**src/rtl/alu_ops_pkg.sv**
```systemverilog
// Shared types for the ALU issue stage: operation codes, RV32I opcode constants
// and the packet carried from decode through the output/skid registers.
package alu_ops_pkg;

    localparam int ISSUE_DW = 32;

    typedef enum logic [3:0] {
        ALU_AND = 4'b0000,
        ALU_OR  = 4'b0001,
        ALU_ADD = 4'b0010,
        ALU_SUB = 4'b0011,
        ALU_EQ  = 4'b1000,
        ALU_XOR = 4'b1001
    } alu_op_e;

    localparam logic [6:0] OPC_R      = 7'b0110011;
    localparam logic [6:0] OPC_I      = 7'b0010011;
    localparam logic [6:0] OPC_LOAD   = 7'b0000011;
    localparam logic [6:0] OPC_STORE  = 7'b0100011;
    localparam logic [6:0] OPC_BRANCH = 7'b1100011;
    localparam logic [6:0] F7_ADD     = 7'b0000000;
    localparam logic [6:0] F7_SUB     = 7'b0100000;

    typedef struct packed {
        logic [ISSUE_DW-1:0] SrcA;
        logic [ISSUE_DW-1:0] SrcB;
        alu_op_e             Operation;
        logic [4:0]          rd;
        logic                reg_write;
        logic                illegal;
    } issue_pkt_t;

    function automatic logic [ISSUE_DW-1:0] sext12(input logic [11:0] imm);
        return {{(ISSUE_DW-12){imm[11]}}, imm};
    endfunction

endpackage

```
**src/rtl/alu_op_decode.sv**
```systemverilog
// Combinational RV32I decode of one instruction plus its register operands
// into an ALU issue packet.
module alu_op_decode
    import alu_ops_pkg::*;
(
    input  logic [31:0]         i_instr,
    input  logic [ISSUE_DW-1:0] i_rs1_data,
    input  logic [ISSUE_DW-1:0] i_rs2_data,
    output issue_pkt_t          o_pkt
);

    logic [6:0]          w_opcode;
    logic [2:0]          w_funct3;
    logic [6:0]          w_funct7;
    alu_op_e             w_op;
    logic [ISSUE_DW-1:0] w_srcb;
    logic                w_reg_write;
    logic                w_bad;

    assign w_opcode = i_instr[6:0];
    assign w_funct3 = i_instr[14:12];
    assign w_funct7 = i_instr[31:25];

    // Per-class operation, operand B and write-back select.
    always_comb begin
        w_op        = ALU_AND;
        w_srcb      = '0;
        w_reg_write = 1'b0;
        w_bad       = 1'b0;
        case (w_opcode)
            OPC_R: begin
                w_srcb      = i_rs2_data;
                w_reg_write = 1'b1;
                case (w_funct3)
                    3'b000: begin
                        if (w_funct7 == F7_ADD) begin
                            w_op = ALU_ADD;
                        end else if (w_funct7 == F7_SUB) begin
                            w_op = ALU_SUB;
                        end else begin
                            w_bad = 1'b1;
                        end
                    end
                    3'b111:  w_op  = ALU_AND;
                    3'b110:  w_op  = ALU_OR;
                    3'b100:  w_op  = ALU_XOR;
                    default: w_bad = 1'b1;
                endcase
            end
            OPC_I: begin
                w_srcb      = sext12(i_instr[31:20]);
                w_reg_write = 1'b1;
                case (w_funct3)
                    3'b000:  w_op  = ALU_ADD;
                    3'b111:  w_op  = ALU_AND;
                    3'b110:  w_op  = ALU_OR;
                    3'b100:  w_op  = ALU_XOR;
                    default: w_bad = 1'b1;
                endcase
            end
            OPC_LOAD: begin
                w_op        = ALU_ADD;
                w_srcb      = sext12(i_instr[31:20]);
                w_reg_write = 1'b1;
            end
            OPC_STORE: begin
                w_op   = ALU_ADD;
                w_srcb = sext12({i_instr[31:25], i_instr[11:7]});
            end
            OPC_BRANCH: begin
                w_srcb = i_rs2_data;
                if (w_funct3 == 3'b000) begin
                    w_op = ALU_EQ;
                end else begin
                    w_bad = 1'b1;
                end
            end
            default: w_bad = 1'b1;
        endcase
    end

    // Unsupported encodings are still issued, but as a neutral AND 0 with no write-back.
    assign o_pkt.SrcA      = i_rs1_data;
    assign o_pkt.SrcB      = w_bad ? '0 : w_srcb;
    assign o_pkt.Operation = w_bad ? ALU_AND : w_op;
    assign o_pkt.rd        = i_instr[11:7];
    assign o_pkt.reg_write = w_bad ? 1'b0 : w_reg_write;
    assign o_pkt.illegal   = w_bad;

endmodule

```
**src/rtl/alu_issue_stage.sv**
```systemverilog
// ALU issue stage: decodes RV32I instructions and issues them to the ALU through
// a two-entry (output + skid) valid/ready buffer with flush.
module alu_issue_stage
    import alu_ops_pkg::*;
#(
    parameter int DATA_WIDTH    = ISSUE_DW,
    parameter int OPCODE_LENGTH = 4
) (
    input  logic                     clk,
    input  logic                     rst_n,
    input  logic                     in_valid,
    output logic                     in_ready,
    input  logic [31:0]              instr,
    input  logic [DATA_WIDTH-1:0]    rs1_data,
    input  logic [DATA_WIDTH-1:0]    rs2_data,
    input  logic                     flush,
    output logic                     out_valid,
    input  logic                     out_ready,
    output logic [DATA_WIDTH-1:0]    SrcA,
    output logic [DATA_WIDTH-1:0]    SrcB,
    output logic [OPCODE_LENGTH-1:0] Operation,
    output logic [4:0]               rd,
    output logic                     reg_write,
    output logic                     illegal
);

    issue_pkt_t w_dec_pkt;
    issue_pkt_t r_out_pkt;
    issue_pkt_t r_skid_pkt;
    issue_pkt_t w_out_pkt_nxt;
    issue_pkt_t w_skid_pkt_nxt;
    logic       r_out_valid;
    logic       r_skid_valid;
    logic       w_out_valid_nxt;
    logic       w_skid_valid_nxt;
    logic       w_accept;
    logic       w_drain;

    alu_op_decode u_decode (
        .i_instr    (instr),
        .i_rs1_data (rs1_data),
        .i_rs2_data (rs2_data),
        .o_pkt      (w_dec_pkt)
    );

    // in_ready depends only on the skid register, never on out_ready.
    assign w_accept = in_valid & ~r_skid_valid;
    assign w_drain  = r_out_valid & out_ready;

    // Next-state of the two-entry buffer; flush wins over accept and issue.
    always_comb begin
        w_out_valid_nxt  = r_out_valid;
        w_out_pkt_nxt    = r_out_pkt;
        w_skid_valid_nxt = r_skid_valid;
        w_skid_pkt_nxt   = r_skid_pkt;
        if (flush) begin
            w_out_valid_nxt  = 1'b0;
            w_skid_valid_nxt = 1'b0;
        end else if (!r_out_valid || w_drain) begin
            if (r_skid_valid) begin
                w_out_pkt_nxt    = r_skid_pkt;
                w_out_valid_nxt  = 1'b1;
                w_skid_valid_nxt = 1'b0;
            end else if (w_accept) begin
                w_out_pkt_nxt   = w_dec_pkt;
                w_out_valid_nxt = 1'b1;
            end else begin
                w_out_valid_nxt = 1'b0;
            end
        end else begin
            if (w_accept) begin
                w_skid_pkt_nxt   = w_dec_pkt;
                w_skid_valid_nxt = 1'b1;
            end else begin
                w_skid_valid_nxt = r_skid_valid;
            end
        end
    end

    // Buffer state registers with synchronous active-low reset.
    always_ff @(posedge clk) begin
        if (!rst_n) begin
            r_out_valid  <= 1'b0;
            r_skid_valid <= 1'b0;
            r_out_pkt    <= '0;
            r_skid_pkt   <= '0;
        end else begin
            r_out_valid  <= w_out_valid_nxt;
            r_skid_valid <= w_skid_valid_nxt;
            r_out_pkt    <= w_out_pkt_nxt;
            r_skid_pkt   <= w_skid_pkt_nxt;
        end
    end

    assign in_ready  = ~r_skid_valid;
    assign out_valid = r_out_valid;
    assign SrcA      = r_out_pkt.SrcA;
    assign SrcB      = r_out_pkt.SrcB;
    assign Operation = r_out_pkt.Operation;
    assign rd        = r_out_pkt.rd;
    assign reg_write = r_out_pkt.reg_write;
    assign illegal   = r_out_pkt.illegal;

endmodule

```
**config.mk**
```make
export PLATFORM = sky130hd
export DESIGN_NAME = alu_issue_stage
export DESIGN_NICKNAME = d
export VERILOG_FILES = /design/src/rtl/alu_ops_pkg.sv /design/src/rtl/alu_op_decode.sv /design/src/rtl/alu_issue_stage.sv
export SDC_FILE = /design/constraint.sdc
export NUM_CORES = 1
export LEC_CHECK = 0
export CAP_MARGIN = 25
export CORE_ASPECT_RATIO = 1.4
export CORE_UTILIZATION = 48
export DETAILED_ROUTE_END_ITERATION = 8
export MAX_ROUTING_LAYER = met4
export PLACE_DENSITY = 0.83
export SYNTH_ARGS = -nofsm -noshare
export SYNTH_HDL_FRONTEND = slang
export SYNTH_SLANG_ARGS = --single-unit
```
**constraint.sdc**
```tcl
create_clock -name clk -period 1.9 [get_ports clk]
set_clock_uncertainty 0.1 [all_clocks]
set_input_delay 0.19 -clock clk [delete_from_list [all_inputs] [get_ports clk]]
set_output_delay 0.19 -clock clk [all_outputs]
set_load 0.01 [all_outputs]
```
==> results of run 1 <==
[worst max-delay path: stages]
cell	delay (ns)
clkdlybuf4s50_1	0.42
or4_4	0.59
o211ai_4	0.23
a31o_2	0.21
a21oi_2	0.08
buf_12	0.18
a21boi_0	0.16
[final cells by class]
| type | instances | share of cell area (%) |
|---|---|---|
| clock inverter | 15 | 1.455 |
| multi-input combinational | 545 | 34.18 |
| timing repair buffer | 242 | 25.64 |
| sequential | 150 | 31.79 |
| tap | 178 | 2.355 |
| inverter | 2 | 0.07938 |
| clock buffer | 17 | 4.498 |
[where the power goes]
group	internal [mW]	leakage [nW]	switching (mW)
Clock	1.72	0.272	1.49
Combinational	0.599	1.75	0.493
Sequential	3.25	1.22	0.0581
[sequential cells by signal, summed over array words and instances (netlist names)]
signal and count:
r_skid_pkt 74, SrcA 32, SrcB 32, rd 5
Operation 3, illegal 1, out_valid 1, r_skid_valid 1
reg_write 1
[metrics by stage]
stage	hold WS, ns	worst slack, ns	instance area [µm²]	util (%)
final	0.1224	0.06733	9458	72.77
after global routing	0.1319	-0.001203	9458	72.77
after CTS	0.1067	0.03353	9403	72.34
after detailed placement	0.3478	-0.4217	8841	68.02
after global placement	0.3403	-0.3278	8841	68.02
after floorplan	0.2260	0.1546	6484	-
[cell usage after synthesis, drive strengths merged, types with 21 or more instances]
library cell and n:
o21ai 33, clkbuf 40, buf 33, nor2 54, a211oi 38, a21oi 78, o31ai 32, a31oi 23
nand2 116, a21boi 21, mux2i 42, nand3 38, dfxtp 150
[cells by family (layout without fill, tap and decap cells)]
kind of cell | after synthesis | in the layout | synth area share [%]
compound gates | 257 | 257 | 25.57
simple gates | 244 | 244 | 16.54
flops | 150 | 150 | 46.31
buf+inv | 75 | 276 | 4.901
mux | 42 | 42 | 6.484
other cells | 1 | 1 | 0.05784
xor+xnor | 1 | 1 | 0.1351
[worst max-delay path by stage]
stage | cells past startpoint | endpoint | slack, ns
2_1_floorplan | 5 | illegal$_SDFFE_PN0P_ | 0.15
3_3_place_gp | 7 | r_skid_pkt[24]$_SDFFE_PN0P_ | -0.33
3_5_place_dp | 6 | r_skid_pkt[31]$_SDFFE_PN0P_ | -0.42
4_1_cts | 6 | r_skid_pkt[33]$_SDFFE_PN0P_ | 0.03
5_1_grt | 7 | SrcB[13]$_SDFFE_PN0P_ | -0.001
6_report | 7 | SrcB[13]$_SDFFE_PN0P_ | 0.07
[layer usage]
| metal | track usage, % | vias up | part of all wire (%) | routed length (µm) |
|---|---|---|---|---|
| met5 | - | - | 0 | 0 |
| met4 | 8.772 | 0 | 2.0 | 376 |
| met3 | 5.977 | 28 | 6.1 | 1137 |
| met2 | 47.73 | 237 | 52 | 9699 |
| met1 | 30.68 | 3007 | 40 | 7338 |
| li1 | - | 3157 | - | - |
[repair_timing]
item	4_1_cts	5_1_grt
cloned	0	0
setup buffers	0	1
gates resized for setup	1	12
endpoints found under the setup margin	1	50
pin swaps	0	1
hold buffers	0	0
[cells in the final DEF, fill, tap and decap left out, types with 9 or more instances in the layout]
| cell type | n |
|---|---|
| a211oi_1 | 38 |
| a21boi_1 | 17 |
| a21oi_1 | 77 |
| a22oi_1 | 11 |
| a31oi_1 | 22 |
| buf_12 | 14 |
| buf_4 | 54 |
| clkbuf_16 | 17 |
| clkdlybuf4s50_1 | 169 |
| dfxtp_1 | 149 |
| mux2i_1 | 42 |
| nand2_1 | 116 |
| nand3_1 | 37 |
| nor2_1 | 54 |
| nor3_1 | 9 |
| o21ai_0 | 32 |
| o31ai_1 | 29 |
==> results.json, run 1 <==
{
  "finalCritPeriodShare_pct": 96.46,
  "max_freq_mhz": 545.7,
  "antenna_found_initial": 0,
  "crit_arrival_ns": 2.09,
  "core.rowCount": 49,
  "fillers": 974,
  "hold_path_class": "input pin to flip-flop",
  "setup-violations-final": 0,
  "cts_buffers": 17,
  "max-vdd-ir-drop_uv": 505.7,
  "worst_setup_path_start_kind": "input pin",
  "r2r_start": "out_valid$_SDFFE_PP0P_",
  "core_area_um2": 13000,
  "die_w_um": 100.2,
  "drc": 0,
  "syn_area_per_cell_um2": 8.420,
  "gp_congestion": 0.9414,
  "grt_max_degree": 30,
  "drt_pass1_iterations": 6,
  "die_h_um": 139.5,
  "synthArstFlopShare_pct": 0,
  "slew_violations": 0,
  "clk_latency_ns": 0.43,
  "worstHoldEndpoint": "Operation[3]$_SDFFE_PN0P_",
  "worstRegToRegCells": 6,
  "seq_area_um2": 3007,
  "required_ns": 2.15,
  "vias": 6429,
  "area_delta_synth_final_pct": 45.87,
  "rsz0062_at_grt": "true",
  "dpl.hpwl_mm": 12.84,
  "totalWireLength_mm": 18.55,
  "placed_cells": 1116,
  "clk_path_buf_depth": 2,
  "drt_iter0_markers": 299,
  "synth_seq_cells": 150,
  "fin_nets": 1059,
  "crit_fanout": 21,
  "hold_violations": 0,
  "cts.clk_slew.worst_paths_ns": 0.07,
  "clock-sinks": 150,
  "cts_tree": "built",
  "cellLeakagePower_nw": 3.239,
  "ys.flop_type": "dfxtp_1",
  "synth_nets": 871,
  "grt_pass1_wl_mm": 29.60,
  "reg2reg_setup_slack_ns": 0.12,
  "yosysTopAreaCell": "dfxtp_1",
  "setup_tns_ns": 0,
  "die-area_um2": 13980,
  "htreeDepth": 4,
  "cp-end-kind": "flip-flop",
  "status": "finished clean",
  "fin_crit_ns": 1.833,
  "wl_per_cell_um": 16.15,
  "drv_cap": 0,
  "grt_usage_pct": 27.36,
  "syn-cell-area_um2": 6484,
  "via_per_inst": 5.595,
  "synthCells": 770,
  "synth_top_area_share_pct": 46.31,
  "synth_cell_types": 47,
  "drive_gt1_share_pct": 12.67,
  "instances_no_fill": 1149,
  "root_buffer": "clkbuf_16",
  "first_global_vias": 6108,
  "p_total_mw": 7.616,
  "pin_count": 178,
  "grt_overflow": 0,
  "ant_nets": 0,
  "synth_edf_count": 0,
  "hold_path_depth": 4,
  "setup.worst_path.start": "instr[26]",
  "diodes": 0,
  "reg2reg_to": "SrcB[16]$_SDFFE_PN0P_",
  "min-delay-start": "rst_n",
  "multi_input_area_um2": 3233,
  "p_per_area_nw_per_um2": 805.2,
  "yosysWarningCount": 0,
  "yosys-top-cells-area": "dfxtp_1 46%, nand2_1 6.7%, mux2i_1 6.5%, a21oi_1 5.9%, a211oi_1 4.4%",
  "initial_core_util_pct": 49.88,
  "ys_seq_area_share_pct": 46.31,
  "crit_type": "input pin to flip-flop",
  "io_buffers": 171
}
Power figures use the tool's default switching activity.
==> inputs of run 2 (changes only) <==
--- a/config.mk
+++ b/config.mk
@@ -9,7 +9,6 @@
 export CORE_ASPECT_RATIO = 1.4
 export CORE_UTILIZATION = 48
 export DETAILED_ROUTE_END_ITERATION = 8
-export MAX_ROUTING_LAYER = met4
 export PLACE_DENSITY = 0.83
 export SYNTH_ARGS = -nofsm -noshare
 export SYNTH_HDL_FRONTEND = slang
==> run 2 against run 1 <==
Effect of this change:
- critical path depth shrank 1
- clock power is essentially flat
- setup slack lost 0.025 ns
- sequential cell count is the same
- combinational power is essentially flat
- critical path type unchanged
- critical endpoint unchanged
- largest power group unchanged
==> results.json, run 2 (synthesized netlist as in run 1, its figures left out) <==
{
  "htreeDepth": 4,
  "hold_path_class": "input pin to flip-flop",
  "via_per_inst": 5.591,
  "clk_path_buf_depth": 2,
  "dpl.hpwl_mm": 12.84,
  "fin_hold_ws_ns": 0.1235,
  "core.rowCount": 49,
  "p_per_area_nw_per_um2": 804.9,
  "cts.clk_slew.worst_paths_ns": 0.07,
  "area_delta_synth_final_pct": 45.87,
  "setup-violations-final": 0,
  "ant_nets": 0,
  "drt_pass1_iterations": 7,
  "grt_overflow": 0,
  "status": "finished clean",
  "io_buffers": 171,
  "vias": 6424,
  "slew_violations": 0,
  "clk_latency_ns": 0.42,
  "worst_setup_path_start_kind": "input pin",
  "root_buffer": "clkbuf_16",
  "cp_top_family": "compound AO/OA/AOI/OAI gates",
  "layout_commonest_cell": "clkdlybuf4s50_1",
  "cpMaxStageDelayCell": "clkdlybuf4s50_1",
  "crit_arrival_ns": 2.11,
  "cellLeakagePower_nw": 3.239,
  "drive_gt1_share_pct": 12.67,
  "grt_max_degree": 30,
  "max_freq_mhz": 538.2,
  "top_register": "r_skid_pkt",
  "largest_register_ffs": 74,
  "crit_type": "input pin to flip-flop",
  "diodes": 0,
  "cts_tree": "built",
  "critPathMaxStageDelay_ns": 0.50,
  "crit_chain": "clkdlybuf4s50_1 -> or3_4 -> o41ai_1 -> a21oi_2 -> buf_12 -> a21boi_0",
  "core_area_um2": 13000,
  "hold_violations": 0,
  "min-delay-start": "rst_n",
  "setup_tns_ns": 0,
  "cts_buffers": 17,
  "die-area_um2": 13980,
  "drc": 0,
  "first_global_vias": 6113,
  "setup.worst_path.start": "instr[14]",
  "grt_pass1_wl_mm": 29.65,
  "die_h_um": 139.5,
  "wl_per_cell_um": 16.13,
  "grt_usage_pct": 26.64,
  "reg2reg_setup_slack_ns": 0.11,
  "fin_crit_ns": 1.858,
  "antenna_found_initial": 0,
  "layout_common_cells": "169 x clkdlybuf4s50_1, 149 x dfxtp_1, 116 x nand2_1, 77 x a21oi_1",
  "cp-end-kind": "flip-flop",
  "critPathBufInv": 2,
  "max-vdd-ir-drop_uv": 503.0,
  "drv_cap": 0,
  "gp_congestion": 0.9251,
  "required_ns": 2.15,
  "totalWireLength_mm": 18.53,
  "fin_nets": 1059,
  "finalCritPeriodShare_pct": 97.79,
  "cts_hold_buffers": 0,
  "utilization_pct": 72.77,
  "drt_iter0_markers": 319,
  "die_w_um": 100.2,
  "clock-sinks": 150,
  "pin_count": 178,
  "initial_core_util_pct": 49.88,
  "crit_fanout": 21,
  "r2r_start": "out_valid$_SDFFE_PP0P_"
}
run 2: per-layer routing:
metal | track usage [%] | part of all wire, % | routed length, µm | up-vias
met1 | 30.77 | 40 | 7339 | 2987
met4 | 9.001 | 1.8 | 340 | 0
li1 | - | - | - | 3162
met3 | 6.077 | 6.1 | 1131 | 28
met2 | 47.66 | 52 | 9718 | 247
met5 | 0 | 0 | 0 | -
run 2: final timing paths:
path,endpoint,cells after the start
max,SrcB[13]$_SDFFE_PN0P_,6
min,Operation[3]$_SDFFE_PN0P_,4
max reg2reg,SrcB[13]$_SDFFE_PN0P_,7
min reg2reg,r_skid_pkt[58]$_SDFFE_PN0P_,2
run 2: what timing repair did:
action | 4_1_cts | 5_1_grt
endpoints found under the setup margin | 1 | 50
setup buffers | 0 | 1
pin swaps | 0 | 1
gates resized for setup | 1 | 12
hold endpoints to repair | 0 | 0
run 2: where the power goes:
group          internal, mW  total, mW  switching, mW
clock                  1.72       3.21           1.49
sequential             3.25       3.31         0.0578
combinational         0.599       1.09          0.492
run 2: layout make-up:
| cell class | count | area, µm² |
|---|---|---|
| clock buffers | 17 | 425.4 |
| clock inverters | 15 | 137.6 |
| fillers | 974 | 3540 |
| inverters | 2 | 7.507 |
| multi-input cells | 545 | 3233 |
| flip-flops and latches | 150 | 3007 |
| well taps | 178 | 222.7 |
| repair buffers | 242 | 2425 |
run 2: through the flow:
stage          cells  power (mW)  setup slack [ns]  cell area, µm²
4_1_cts         1148       7.639           0.03353            9403
3_5_place_dp    1116       4.454           -0.4217            8841
5_1_grt         1149       7.880         -0.002331            9458
2_1_floorplan    770       3.822            0.1546            6484
3_3_place_gp    1116       4.436           -0.3278            8841
6_report        1149       7.613           0.04201            9458
run 2: worst register-to-register path: cells and delay by family, from the launching register on:
family	cells	cell delay (ns)
AND/OR/NAND/NOR	2	0.51
AO/OA/AOI/OAI	3	0.46
flip-flops	1	0.32
buffers and inverters	2	0.33
==> inputs of run 3 (changes only) <==
--- a/config.mk
+++ b/config.mk
@@ -10,6 +10,7 @@
 export CORE_UTILIZATION = 48
 export DETAILED_ROUTE_END_ITERATION = 8
 export PLACE_DENSITY = 0.83
+export SLEW_MARGIN = 20
 export SYNTH_ARGS = -nofsm -noshare
 export SYNTH_HDL_FRONTEND = slang
 export SYNTH_SLANG_ARGS = --single-unit
==> results of run 3 <==
Same layout as run 2: the final DEF is identical, and so are final timing and power.
